$ cat src/rtl/strategy_switch_ctrl.sv
// -----------------------------------------------------------------------------
// strategy_switch_ctrl
//
// Purpose: sits upstream of strategy_mux and owns its select. Requests for a new
// strategy arrive on a valid/ready handshake. Each request is either rejected
// (out of range), treated as a no-op (already selected), or carried out as a
// glitch-free switch. The mux is blanked for GUARD_CYCLES before the select
// changes and for GUARD_CYCLES after it.
//
// Ports:
//   clock        in   rising-edge clock
//   reset        in   synchronous, active-high
//   req_sel      in   [7:0] requested strategy
//   req_valid    in   request present
//   req_ready    out  high while the controller is idle and can take a request
//   strategy_sel out  [7:0] registered select into strategy_mux
//   blank        out  registered; forces the mux outputs inactive while high
//   done         out  one-cycle pulse when a request completes
//   err_invalid  out  sticky; set when an out-of-range request is rejected
//   err_clear    in   clears err_invalid (a simultaneous set wins)
//   switch_count out  [15:0] number of completed real switches, wraps
// -----------------------------------------------------------------------------
module strategy_switch_ctrl #(
    parameter int NUM_STRATEGIES = 5,
    parameter int DEFAULT_SEL    = 0,
    parameter int GUARD_CYCLES   = 4
) (
    input  logic        clock,
    input  logic        reset,
    input  logic [7:0]  req_sel,
    input  logic        req_valid,
    output logic        req_ready,
    output logic [7:0]  strategy_sel,
    output logic        blank,
    output logic        done,
    output logic        err_invalid,
    input  logic        err_clear,
    output logic [15:0] switch_count
);

    localparam int            CW        = (GUARD_CYCLES > 1) ? $clog2(GUARD_CYCLES) : 1;
    localparam logic [CW-1:0] CNT_LOAD  = CW'(GUARD_CYCLES - 1);
    localparam logic [8:0]    SEL_LIMIT = 9'(NUM_STRATEGIES);
    localparam logic [7:0]    SEL_RESET = 8'(DEFAULT_SEL);

    typedef enum logic [1:0] {
        IDLE = 2'd0,
        PRE  = 2'd1,
        POST = 2'd2
    } state_t;

    state_t        state, state_nxt;
    logic [CW-1:0] cnt, cnt_nxt;
    logic [7:0]    pending, pending_nxt;
    logic [7:0]    sel_nxt;
    logic          done_nxt;
    logic          err_set;
    logic          count_inc;
    logic          accept;
    logic          sel_invalid;

    // The completed-switch counter is allowed to roll over.
    function automatic logic [15:0] wrap_inc(input logic [15:0] v);
        return v + 16'd1;
    endfunction

    assign req_ready   = (state == IDLE);
    assign accept      = req_valid && req_ready;
    // Widened by one bit so that NUM_STRATEGIES up to 256 compares correctly.
    assign sel_invalid = ({1'b0, req_sel} >= SEL_LIMIT);

    always_comb begin
        state_nxt   = state;
        cnt_nxt     = cnt;
        pending_nxt = pending;
        sel_nxt     = strategy_sel;
        done_nxt    = 1'b0;
        err_set     = 1'b0;
        count_inc   = 1'b0;
        case (state)
            IDLE: begin
                if (accept) begin
                    if (sel_invalid) begin
                        err_set  = 1'b1;
                        done_nxt = 1'b1;
                    end else if (req_sel == strategy_sel) begin
                        done_nxt = 1'b1;
                    end else begin
                        pending_nxt = req_sel;
                        cnt_nxt     = CNT_LOAD;
                        state_nxt   = PRE;
                    end
                end
            end
            PRE: begin
                // The select changes only once the leading blank window has elapsed.
                if (cnt == '0) begin
                    sel_nxt   = pending;
                    cnt_nxt   = CNT_LOAD;
                    state_nxt = POST;
                end else begin
                    cnt_nxt = cnt - CW'(1);
                end
            end
            POST: begin
                if (cnt == '0) begin
                    state_nxt = IDLE;
                    done_nxt  = 1'b1;
                    count_inc = 1'b1;
                end else begin
                    cnt_nxt = cnt - CW'(1);
                end
            end
            default: state_nxt = IDLE;
        endcase
    end

    always_ff @(posedge clock) begin
        if (reset) begin
            state        <= IDLE;
            cnt          <= '0;
            strategy_sel <= SEL_RESET;
            blank        <= 1'b0;
            done         <= 1'b0;
            err_invalid  <= 1'b0;
            switch_count <= 16'd0;
        end else begin
            state        <= state_nxt;
            cnt          <= cnt_nxt;
            strategy_sel <= sel_nxt;
            // Registered from the next state so blank is high exactly while in PRE/POST.
            blank        <= (state_nxt != IDLE);
            done         <= done_nxt;
            if (err_set) begin
                err_invalid <= 1'b1;
            end else if (err_clear) begin
                err_invalid <= 1'b0;
            end
            if (count_inc) begin
                switch_count <= wrap_inc(switch_count);
            end
        end
    end

    // The pending select is only read in PRE, so it needs no reset.
    always_ff @(posedge clock) begin
        pending <= pending_nxt;
    end

endmodule

$ cat config.mk
export PLATFORM = sky130hd
export DESIGN_NAME = strategy_switch_ctrl
export DESIGN_NICKNAME = d
export VERILOG_FILES = /design/src/rtl/strategy_switch_ctrl.sv
export SDC_FILE = /design/constraint.sdc
export NUM_CORES = 1
export LEC_CHECK = 0
export ABC_AREA = 1
export ABC_CLOCK_PERIOD_IN_PS = 1700
export CAP_MARGIN = 30
export CORE_MARGIN = 2
export CORE_UTILIZATION = 48
export DETAILED_ROUTE_END_ITERATION = 6
export PLACE_DENSITY = 0.74
export SETUP_SLACK_MARGIN = 0.15
export SYNTH_ARGS = -nofsm -noshare
export SYNTH_HDL_FRONTEND = slang
export SYNTH_SLANG_ARGS = --single-unit
$ cat constraint.sdc
create_clock -name clock -period 1.7 [get_ports clock]
set_input_delay 0.17 -clock clock [delete_from_list [all_inputs] [get_ports clock]]
set_output_delay 0.17 -clock clock [all_outputs]
set_load 0.01 [all_outputs]
==> results of run 1 <==
cell usage in the layout (no fill, tap or decap), drive strengths merged, types with 9 or more instances in the layout:
| cell | n |
|---|---|
| nand2 | 51 |
| a21oi | 17 |
| nor2 | 41 |
| nand3 | 9 |
| inv | 36 |
| clkdlybuf4s50 | 38 |
| o21ai | 19 |
| dfxtp | 31 |
| buf | 15 |
state kept, by name, indices dropped and copies added (netlist names):
name	count
switch_count	16
pending	8
strategy_sel	8
cnt	2
state	2
blank	1
done	1
err_invalid	1
power groups by stage:
stage | logic [uW] | clock network [uW] | registers (uW)
after global routing | 133 | 750 | 954
after detailed placement | 113 | 0 | 976
after global placement | 112 | 0 | 976
after CTS | 116 | 710 | 955
final | 119 | 694 | 954
after floorplan | 50.9 | 0 | 978
tightest hold or removal path: stages, from the launching register on:
cell and delay (ps):
dfxtp_1 320, inv_1 60, a21oi_1 60
cell families after synthesis:
| kind of cell | Yosys count | synth area share |
|---|---|---|
| buf+inv | 40 | 0.08234 |
| flops | 39 | 0.4568 |
| fa+ha+maj | 6 | 0.03984 |
| compound gates | 39 | 0.1076 |
| xor+xnor | 8 | 0.03719 |
| simple gates | 107 | 0.2762 |
what timing repair did:
action | CTS | global route
setup buffers | 2 | 5
gates resized for setup | 6 | 13
hold endpoints to repair | 0 | 0
setup endpoints to repair | 6 | 12
pin swaps | 1 | 8
per-layer routing:
metal | part of all wire | up-vias | routed length [um] | GRT usage
li1 | - | 869 | - | -
met1 | 0.46 | 744 | 1872 | 0.2487
met3 | 0.051 | 7 | 207 | 0.06419
met5 | 0 | - | 0 | 0
met4 | 0.016 | 0 | 63 | 0.07398
met2 | 0.47 | 42 | 1921 | 0.3513
path summary, 6_finish.rpt:
check / cells after the start / slack [ps] / to
setup reg to reg: 11 / 170 / switch_count[15]$_SDFFE_PP0P_
hold reg to reg: 2 / 490 / strategy_sel[4]$_SDFFE_PP0P_
hold / removal: 2 / 490 / strategy_sel[4]$_SDFFE_PP0P_
setup / recovery: 4 / 170 / req_ready
per-stage QoR:
step | setup slack [ps] | instance area (sq um) | instances
global placement | 41.40 | 2380 | 330
finish | 165.4 | 2587 | 345
global route | 72.18 | 2587 | 345
floorplan | 182.3 | 1884 | 239
detailed placement | 6.697 | 2380 | 330
CTS | 164.4 | 2510 | 340
layout make-up:
class | count | area [sq um]
multi-input combinational | 160 | 910.9
tap | 48 | 60.06
timing repair buffer | 54 | 505.5
fill | 327 | 1129
inverter | 36 | 142.6
clock buffer | 8 | 100.1
sequential | 39 | 868.3
==> out/qor.txt, run 1 <==
Worst path max stage delay: 370 ps
First-pass GRT wire length: 6858 um
Share of cells above drive strength 1: 0.1650
Net switching component of the power: 387.5 uW
Setup TNS: 0 ps
#FFs+latches synth: 39
Delay-heaviest family, CP: buffers and inverters
Combinational power share: 0.067
Synthesized area: 0.001884 sq mm
Clock skew: 7.260 ps
Outcome: completed
Net Count, Synth: 257
Nets: 314
Syn. warnings: 0
Hold buffer count at CTS: 0
Mean Syn Cell Area: 7.884 sq um
PwrDens: 682.7 mW/mm^2
Gr usage total: 0.2081
Sequential Power Share: 0.540
CTS buffer count: 5
Drt total wl: 4064 um
Top-area cell type share of the netlist area: 0.3293
CP Capture Type: primary output
EDFF count, synth: 8
Largest net degree at the start of global routing: 18
CP cell instances: inv_4 > buf_4 > ha_1 > dlygate4sd2_1
Vias in the first global route: 1593
Final min period: 1535 ps
Worst VDD drop: 0.4833 mV
Largest cells by area after synthesis: dfxtp_1, edfxtp_1, nand2_1
Netlist cell types: 24
P&R area growth vs syn: 37.32%
Final Cycle Share: 0.9027
Die height: 66.66 um
Hold WS: 487.1 ps
Clock Latency Late Sink: 300 ps
Final Util: 0.6963
Commonest cells post-synth: nand2_1, nor2_1, inv_1
Pleak: 0.001046 uW
Grt ovf: 0
Cell Int Power: 1379 uW
Most used DFF post-synth: dfxtp_1
CTS tree: yes
Worst-path clk slew: 70 ps
Seq/Total Area, Yosys: 0.4568
Slowest CP cell: dfxtp_4
Per-cell routed wire length: 11.78 um
Die extent in x: 66.66 um
Hold Crit Start: strategy_sel[4]$_SDFFE_PP0P_
Sw frac: 0.2194
Die ar.: 0.004443 sq mm
Inserted Diodes: 0
CTS H-tree lvls: 2
Initial antenna violation count: 0
Unrepaired setup endpoints after global routing: true
Crit Path Category: flip-flop to primary output
Critical path origin: state[0]$_SDFF_PP0_
CP Max Fanout: 5
Post-DP HPWL: 2916 um
# setup viols final: 0
Startpoint class of the critical path: flip-flop
Via Count: 1662
Hold Crit Class: flip-flop to flip-flop
Area leader, netlist: dfxtp_1
Cells after Synth: 239
Clock sinks: 39
Clock power frac: 0.393
Starting DRT DRC Count: 55
WP data required: 1530 ps
Root Driver: clkbuf_8
CP Buf/Inv Count: 3
Most numerous cell in the Yosys netlist: nand2_1
Max Fclk: 651.6 MHz
Initial Util: 0.5071
Gpl congestion: 0.8515
Critical path arrival: 1360 ps
Worst Tran Pin Value: 453.3 ps
Max-slew headroom: 0.6975
# rows: 22
Vias per Instance: 4.817
Final Power: 1766 uW
# IOs: 40
Max Root-Sink Buffers: 2
Post-route ant nets: 0
Drt pass-1 iters: 4
Core area: 0.003716 sq mm
DRC violations left: 0
# port buffers: 39
Asr flop ratio synth: 0
Max-cap viol count: 0
Pins Over Slew Limit: 0
Final Hold Violating Endpoints: 0
FF-to-FF Start: state[0]$_SDFF_PP0_
Power figures use the tool's default switching activity.
==> run 2: changes to the inputs <==
--- a/config.mk
+++ b/config.mk
@@ -11,5 +11,7 @@
 export CORE_MARGIN = 2
 export CORE_UTILIZATION = 48
+export CTS_CLUSTER_SIZE = 10
 export DETAILED_ROUTE_END_ITERATION = 6
+export HOLD_SLACK_MARGIN = 0.03
 export PLACE_DENSITY = 0.74
 export SETUP_SLACK_MARGIN = 0.15
==> constraint.sdc (replaced) <==
create_clock -name clock -period 1.7 [get_ports clock]
set_input_delay 0.34 -clock clock [delete_from_list [all_inputs] [get_ports clock]]
set_output_delay 0.34 -clock clock [all_outputs]
set_load 0.01 [all_outputs]
==> run 2 against run 1 <==
Effect of this change:
- wire length shrank 2.1%
- register-to-register slack improved by 20 ps
- sequential cell count is the same
- via count is 1.8% lower
- critical path depth down 3
- critical path type unchanged
- largest power group unchanged
- highest routed layer unchanged
- sequential power is essentially flat
- worst hold slack worse by 160 ps
- fmax grew 0.97%
==> out/qor.txt, run 2 (synthesis results as in run 1) <==
First-pass GRT wire length: 6693 um (-2.4%)
Commonest cells after routing, fill and taps aside: nand2_1, nor2_1, inv_1
Max Fclk: 657.9 MHz (+0.97%)
Cell Int Power: 1372 uW (-0.47%)
PwrDens: 673.3 mW/mm^2 (-1.4%)
CP Capture Type: primary output
DRC violations left: 0 (unchanged)
CP Max Fanout: 2 (-3)
Critical path arrival: 1180 ps (-180 ps)
Max-slew headroom: 0.6191 (-0.07831)
Nets: 312 (-0.64%)
Per-cell routed wire length: 11.59 um (-1.6%)
Worst r2r path cells: 10 (-1)
Via Count: 1632 (-1.8%)
Net switching component of the power: 379.7 uW (-2.0%)
Hold Crit Start: req_sel[4]
Grt ovf: 0 (unchanged)
Die extent in x: 66.66 um (unchanged)
Startpoint class of the critical path: flip-flop
CTS buffer count: 5 (unchanged)
Share of cells above drive strength 1: 0.1797 (+0.01468)
Clock skew: 5.264 ps (-1.996 ps)
Inserted Diodes: 0 (unchanged)
P&R area growth vs syn: 38.11%
FF-to-FF Start: state[0]$_SDFF_PP0_
Initial Util: 0.5071 (unchanged)
Top flop regs: switch_count: 16 flops, pending: 8 flops, strategy_sel: 8 flops
GR peak layer: met2
Drt total wl: 3977 um (-2.1%)
Sequential Power Share: 0.543 (+0.003)
Final Cycle Share: 0.8941 (-0.008640)
Worst path max stage delay: 540 ps (+170 ps)
CP cell instances: clkdlybuf4s50_1
Hold WS: 324.6 ps (-162.5 ps)
Combinational power share: 0.065 (-0.002)
Post-route ant nets: 0 (unchanged)
Pleak: 0.001327 uW (+27%)
WP data required: 1360 ps (-170 ps)
Hold buffer count at CTS: 0 (unchanged)
Sw frac: 0.2167 (-0.002671)
Post-DP Area: 0.002365 sq mm (-0.63%)
Pins Over Slew Limit: 0 (unchanged)
Starting DRT DRC Count: 72 (+31%)
Core area: 0.003716 sq mm (unchanged)
# port buffers: 39 (unchanged)
Clock power frac: 0.392 (about the same)
Filler Cells Inserted: 308 (-5.8%)
Drt pass-1 iters: 4 (unchanged)
Worst VDD drop: 0.4596 mV (-4.9%)
Design area: 0.002603 sq mm (+0.58%)
# IOs: 40 (unchanged)
Delay-heaviest family, CP: buffers and inverters
Clock sinks: 39 (unchanged)
# setup viols final: 0 (unchanged)
Vias in the first global route: 1579 (-0.88%)
Slowest CP cell: clkdlybuf4s50_1
Die ar.: 0.004443 sq mm (unchanged)
Hold Crit Class: input pin to flip-flop
Clock Latency Late Sink: 290 ps (about the same)
Gr usage total: 0.2011 (-0.006937)
CTS tree: yes
Worst Tran Pin Value: 570.6 ps (+117.3 ps)
Crit. path cell count: 1 (-3)
CP Buf/Inv Count: 1 (-2)
Met3 usage: 0.05574 (-0.008446)
Gpl congestion: 0.8606 (+1.1%)
Top reg by flops: switch_count
Root Driver: clkbuf_8
Final min period: 1520 ps (-14.69 ps)
# rows: 22 (unchanged)
Vias per Instance: 4.758 (-1.2%)
Outcome: completed
Die height: 66.66 um (unchanged)
R2R Path End: switch_count[11]$_SDFFE_PP0P_
Max Root-Sink Buffers: 2 (unchanged)
Reg2Reg Setup Slack: 190 ps (+20 ps)
Largest register FFs: 16 (unchanged)
GRT met2 Usage: 0.3600 (+0.008750)
Max-cap viol count: 0 (unchanged)
Initial antenna violation count: 0 (unchanged)
Critical path origin: err_invalid$_SDFFE_PP0P_
CTS H-tree lvls: 2 (unchanged)
Crit Path Category: flip-flop to primary output
Largest net degree at the start of global routing: 21 (+3)
CP Capture Point: err_invalid
Most common cell after layout, fill and taps aside: nand2_1
Unrepaired setup endpoints after global routing: true
Final Hold Violating Endpoints: 0 (unchanged)
Post-DP HPWL: 2799 um (-4.0%)
Worst-path clk slew: 70 ps (about the same)
Grt met1 use: 0.2312 (-0.01749)
## run 2: cell type report
cell class,count,area [sq um],share of cell area
clock buffer,8,100.1,0.03846
inverter,36,142.6,0.05481
multi-input combinational,160,918.4,0.3529
sequential,39,877.1,0.3370
tap,48,60.06,0.02308
timing repair buffer,52,504.2,0.1937
## run 2: layer usage
layer	wire, um	share of wire
met4	51	0.013
met5	0	0
met1	1810	0.46
met3	205	0.052
met2	1910	0.48
## run 2: through the flow
step	instances	setup TNS [ps]	total power [uW]	util	setup slack (ps)
2_1_floorplan	239	0	1029	-	182.3
3_3_place_gp	328	-1186	1087	0.6364	-111.9
3_5_place_dp	328	-1654	1087	0.6364	-151.1
4_1_cts	338	0	1771	0.6687	97.79
5_1_grt	343	0	1834	0.7003	55.55
6_report	343	0	1752	0.7003	180.1
## run 2: worst min path at each step
stage                                   end  slack (ps)  cells after the start
2_1_floorplan          pending[0]$_DFFE_PP_         440                      0
3_3_place_gp       err_invalid$_SDFFE_PP0P_         460                      2
3_5_place_dp       err_invalid$_SDFFE_PP0P_         470                      2
4_1_cts        switch_count[9]$_SDFFE_PP0P_         480                      2
5_1_grt                pending[0]$_DFFE_PP_         330                      1
6_report               pending[4]$_DFFE_PP_         320                      1
## run 2: timing repair
item | CTS | global route
endpoints found under the setup margin | 26 | 27
hold endpoints to repair | 0 | 0
pin swaps | 2 | 8
buffers inserted | 2 | 5
resized for setup | 31 | 28
## run 2: power groups by stage
stage / Clock (uW) / Sequential [uW] / Combinational [uW]
CTS: 704 / 954 / 114
finish: 687 / 951 / 113
global placement: 0 / 976 / 111
floorplan: 0 / 978 / 50.9
detailed placement: 0 / 975 / 112
global route: 756 / 952 / 126
## run 2: worst reg2reg max path, cell delays in order, from the launching register on
cell	delay, ps
dfxtp_4	360
inv_4	80
ha_4	150
nand2_4	60
inv_6	70
nand3_4	90
nor3_4	210
inv_2	70
nor2_4	140
xnor2_1	130
nor2_1	50
